--- src/rtl/transmisor_mdio.sv ---
// transmisor_mdio: MDIO management-frame transmitter with read-data capture.
//
// MDC runs at CLK/2 while MDC_ENABLE is high. Frame bits are launched on
// MDC fall events and read data is captured on MDC rise events.
// A fall event is a CLK edge with MDC_ENABLE=1 and MDC=1.
// A rise event is a CLK edge with MDC_ENABLE=1 and MDC=0.
//
// Read frames (OP = 2'b10):
//   - MDIO is released during the turnaround bits (17 and 16).
//   - The PHY's 16 data bits are sampled on the rise events of bit times
//     15..0.
//
// Optional feature, selected by the macro MDIO_PREAMBLE_EN:
//   - Defined: the frame is preceded by a 32-bit preamble of ones (PRE state).
//   - Undefined (default build): SEND starts directly after start acceptance.
//
// Handshake: MDC_START is a level request.
//   - It is accepted on any enabled CLK edge while the FSM is in IDLE.
//   - BUSY rises on that same edge and stays high until the frame ends.
//   - Requests made while BUSY=1 are ignored.
//   - DATA_RDY is a single-CLK pulse that qualifies a new RD_DATA value.
//
// Debug: fsm_state exposes the FSM state register. IDLE is encoded as 0.
module transmisor_mdio (
    input  logic        CLK,
    input  logic        reset,
    input  logic        MDC_ENABLE,
    input  logic        MDC_START,
    input  logic [31:0] T_DATA,
    input  logic        MDIO_IN,
    output logic        MDC,
    output logic        MDIO_OE,
    output logic        MDIO_OUT,
    output logic        BUSY,
    output logic        DATA_RDY,
    output logic [15:0] RD_DATA,
    output logic [2:0]  fsm_state
);

`ifdef MDIO_PREAMBLE_EN
    typedef enum logic [2:0] {
        IDLE      = 3'd0,
        PRE       = 3'd1,
        SEND      = 3'd2,
        READ_DATA = 3'd3,
        END       = 3'd4
    } state_t;
`else
    typedef enum logic [2:0] {
        IDLE      = 3'd0,
        SEND      = 3'd2,
        READ_DATA = 3'd3,
        END       = 3'd4
    } state_t;
`endif

    state_t      state;
    logic [31:0] frame;      // frame latched at start acceptance
    logic [4:0]  cnt;        // bit counter, 0..31, never wraps inside a frame
    logic [15:0] shift;      // read-data shift register
    logic        is_read;

    assign is_read   = (frame[29:28] == 2'b10);
    assign fsm_state = state;

    // Management clock: toggles on every enabled CLK edge, holds otherwise.
    always_ff @(posedge CLK or posedge reset) begin
        if (reset) begin
            MDC <= 1'b0;
        end else if (MDC_ENABLE) begin
            MDC <= ~MDC;
        end
    end

    // Frame FSM: launches bits on fall events and samples read data on rise events.
    always_ff @(posedge CLK or posedge reset) begin
        if (reset) begin
            state    <= IDLE;
            frame    <= 32'h0;
            cnt      <= 5'd0;
            shift    <= 16'h0;
            MDIO_OE  <= 1'b0;
            MDIO_OUT <= 1'b0;
            BUSY     <= 1'b0;
            DATA_RDY <= 1'b0;
            RD_DATA  <= 16'h0;
        end else begin
            DATA_RDY <= 1'b0;
            if (MDC_ENABLE) begin
                case (state)
                    IDLE: begin
                        if (MDC_START) begin
                            frame <= T_DATA;
                            BUSY  <= 1'b1;
                            cnt   <= 5'd0;
`ifdef MDIO_PREAMBLE_EN
                            state <= PRE;
`else
                            state <= SEND;
`endif
                        end
                    end
`ifdef MDIO_PREAMBLE_EN
                    PRE: begin
                        if (MDC) begin
                            MDIO_OE  <= 1'b1;
                            MDIO_OUT <= 1'b1;
                            if (cnt == 5'd31) begin
                                cnt   <= 5'd0;
                                state <= SEND;
                            end else begin
                                cnt <= cnt + 5'd1;
                            end
                        end
                    end
`endif
                    SEND: begin
                        if (MDC) begin
                            if (is_read && cnt == 5'd16) begin
                                // Turnaround is over; the PHY now owns the
                                // data bits. MDIO stays released.
                                state <= READ_DATA;
                            end else begin
                                MDIO_OUT <= frame[5'd31 - cnt];
                                // A read releases the line for TA (cnt 14, 15).
                                MDIO_OE  <= !(is_read && cnt >= 5'd14);
                                if (cnt == 5'd31) begin
                                    state <= END;
                                end else begin
                                    cnt <= cnt + 5'd1;
                                end
                            end
                        end
                    end
                    READ_DATA: begin
                        if (!MDC) begin
                            shift <= {shift[14:0], MDIO_IN};
                            if (cnt == 5'd31) begin
                                RD_DATA  <= {shift[14:0], MDIO_IN};
                                DATA_RDY <= 1'b1;
                                state    <= END;
                            end else begin
                                cnt <= cnt + 5'd1;
                            end
                        end
                    end
                    END: begin
                        if (MDC) begin
                            MDIO_OE  <= 1'b0;
                            MDIO_OUT <= 1'b0;
                            BUSY     <= 1'b0;
                            cnt      <= 5'd0;
                            state    <= IDLE;
                        end
                    end
                    default: begin
                        state <= IDLE;
                    end
                endcase
            end
        end
    end

endmodule

--- config.mk ---
export PLATFORM = sky130hd
export DESIGN_NAME = transmisor_mdio
export DESIGN_NICKNAME = d
export VERILOG_FILES = /design/src/rtl/transmisor_mdio.sv
export SDC_FILE = /design/constraint.sdc
export NUM_CORES = 1
export LEC_CHECK = 0
export BUFFER_PORTS_ARGS = -buffer_cell sky130_fd_sc_hd__buf_4
export CAP_MARGIN = 20
export CORE_AREA = 5 5 139 75
export CTS_CLUSTER_DIAMETER = 200
export DETAILED_ROUTE_END_ITERATION = 8
export DIE_AREA = 0 0 144 80
export GPL_TIMING_DRIVEN = 0
export HOLD_SLACK_MARGIN = 0.03
export MAX_ROUTING_LAYER = met4
export PLACE_DENSITY_LB_ADDON = 0.08
export SYNTH_ARGS = -nofsm -noshare
export SYNTH_HDL_FRONTEND = slang
export SYNTH_SLANG_ARGS = --single-unit
--- constraint.sdc ---
create_clock -name CLK -period 2.8 [get_ports CLK]
set_clock_uncertainty 0.05 [all_clocks]
set_input_delay 0.14 -clock CLK [delete_from_list [all_inputs] [get_ports CLK]]
set_output_delay 0.14 -clock CLK [all_outputs]
set_load 0.01 [all_outputs]
==> reports/metrics.cfg <==
[route]
ant_nets=0
firstDrtPassIters=4
post_drt_wl_per_cell_um=16.3
drtIter0Drc=147
vias=2413
drc_errors=0
finalWirelength_um=7960
viasPerCell=4.94

[min_path]
hold_path.class=in2reg

[power_and_ir_drop]
ir_worst_vdd_mv=0.382
power_density_nw_per_um2=753
power.total_uw=3630
leakagePower_uw=0.00239

[yosys]
synth_nets=296
async_flop_share_pct=100
ys_warn_count=0
synth_cell_type_count=42
postSynthAreaPerCell_um2=13.6
synth_common_cells=dfrtp_1 (76), mux2_2 (54), o21ai_0 (12)
yosys_most_used_dff=dfrtp_1
synth-seq-area-share_pct=54.5
synth_seq_cells=76
synth_top_area_share_pct=54.5
netlist_area_um2=3490
yosysTopAreaCell=dfrtp_1
yosysMostFrequentCell=dfrtp_1
yosys-top-cells-area=dfrtp_1 (54%), mux2_2 (17%), mux2_4 (4.3%)
synthCells=256
synth_edf_count=0

[cells_and_area]
seqCellArea_um2=1900
drive_gt1_share_pct=43.9
n_antenna_cell=0
area_growth_pct=38.0
multiInputGateArea_um2=1480
nets=402
n_fill_cell=794

[die]
die_area_um2=11500
die_x_um=144
num_io_pins=61
core_area_um2=9100
die_h_um=80
initial_utilization_pct=38.4
rows=25

[critical_path]
cp_data_required_time_ns=2.97
path_class=reg2reg
startpoint_type=register
cp_max_fo=10
crit_path_end_kind=register
arrival_ns=2.70

[global_routing]
antenna_found_initial=0
grt_max_degree=52
grt_pass1_vias=2478
grt.total_usage_pct=15.7
grt_first_pass_wirelength_um=13300
gr-total-overflow=0

[timing]
rsz0062_at_grt=no
setup_viol=0
clock.fmax_mhz=394
finalMaxSlewViolations=0
finalSetupTns_ns=0
fin_crit_ns=2.54
hold_viol=0
whs_ns=0.138
slew-limit-headroom_pct=53.6
worstMarginPinSlew_ns=0.696
fin_crit_sh_pct=90.6

[clocking]
cts_resized=0
cts-root-buf=clkbuf_16
clk_latency_ns=0.33
cts_made_buffers=9
cts_buffer_depth=2
cts.htree.levels=3
clock-sinks=76
cts_tree=done
clk_pin_slew_ns=0.05

[placement]
port_buffers=59
dpl.hpwl_um=5680
place_congestion=0.838

[flow_run]
maxCapViolations=0

[status]
status=finished clean

## per-stage QoR
| stage | area (um^2) | instances | setup slack, ns | utilization, % |
|---|---|---|---|---|
| after floorplan | 3490 | 256 | 0.639 | - |
| after CTS | 4820 | 488 | 0.289 | 52.9 |
| after detailed placement | 4120 | 437 | 0.317 | 45.2 |
| after global placement | 4090 | 436 | -0.389 | 44.9 |
| after global routing | 4820 | 488 | 0.133 | 52.9 |
| final | 4820 | 488 | 0.263 | 52.9 |
## kinds of logic (layout without fill, tap and decap cells)
kind of cell / after synthesis / count (layout) / synth area share [%]
muxes: 78 / 78 / 27.5
DFF: 76 / 76 / 54.5
and+or+nand+nor: 40 / 40 / 6.99
AOI/OAI and AO/OA: 33 / 33 / 6.27
buffers and inverters: 24 / 135 / 3.19
adders and majority gates: 3 / 3 / 1.07
xor gates and xnor gates: 2 / 2 / 0.502
## state kept, by name (all words and copies together), names as in the netlist
signal	flops
frame	32
shift	15
MDC	1
fsm_state	3
DATA_RDY	1
cnt	5
MDIO_OE	1
MDIO_OUT	1
RD_DATA	16
BUSY	1
## metal layers
metal	share of wire [%]	routed length, um	track usage, %
met1	55	4390	24.1
met2	38	2990	19.7
met3	6.4	509	4.79
met4	0.88	70	3.67
met5	0	0	-
## cell usage in the layout (no fill, tap or decap), types with 2 or more instances in the layout
cell type | netlist | routed
mux2_2 | 54 | 54
nand4_1 | 2 | 2
inv_1 | 8 | 7
clkbuf_16 | 0 | 9
buf_4 | 1 | 60
mux2i_1 | 9 | 9
a31oi_1 | 7 | 7
nand2b_1 | 2 | 2
dfrtp_1 | 76 | 76
buf_2 | 8 | 8
clkbuf_1 | 4 | 5
a31o_2 | 2 | 2
ha_1 | 3 | 3
and3_1 | 3 | 3
dlygate4sd3_1 | 0 | 35
nand3_1 | 7 | 7
nor2b_1 | 4 | 4
a211oi_1 | 2 | 2
nand2_1 | 6 | 6
nor3_1 | 3 | 3
xor2_1 | 2 | 2
mux4_2 | 5 | 5
nor2_1 | 6 | 6
o21ai_0 | 12 | 12
mux2_4 | 10 | 10
bufinv_16 | 0 | 3
nor4_1 | 2 | 2
clkbuf_8 | 0 | 2
## critical path, stage by stage (launching register included)
cell	delay, ns
dfrtp_1	0.39
buf_2	0.28
inv_1	0.14
ha_1	0.22
and4b_1	0.21
a311oi_1	0.36
o221a_2	0.25
buf_2	0.19
a211oi_1	0.10
a31o_2	0.24
## timing repair
action | 4_1_cts | 5_1_grt
hold buffers | 35 | 0
buffers inserted | 0 | 0
endpoints found under the hold margin | 60 | 0
## final timing paths
check                                    start                      to  slack [ns]  cells past startpoint
hold reg to reg            MDIO_OE$_DFFE_PP0P_     MDIO_OE$_DFFE_PP0P_        0.45                      2
hold / removal                       MDC_START        BUSY$_DFFE_PP0P_        0.14                      3
min in group asynchronous                reset  RD_DATA[4]$_DFFE_PP0P_        0.30                      3
setup / recovery            cnt[0]$_DFFE_PP0P_      cnt[2]$_DFFE_PP0P_        0.26                      9
max in group asynchronous                reset   frame[23]$_DFFE_PP0P_        1.83                      4
setup reg to reg            cnt[0]$_DFFE_PP0P_      cnt[2]$_DFFE_PP0P_        0.26                      9
## cell type report
class	instances	share of cell area [%]
Buffer	15	1.61
Clock buffer	12	5.32
Clock inverter	4	1.97
Inverter	9	0.753
Multi-Input combinational cell	156	30.7
Sequential cell	76	39.5
Tap cell	121	3.14
Timing Repair Buffer	95	17.0
## power breakdown
part / switching, uW / total, uW / internal, uW
clock: 433 / 1350 / 918
sequential: 127 / 1410 / 1280
combinational: 433 / 866 / 433
Power figures use the tool's default switching activity.
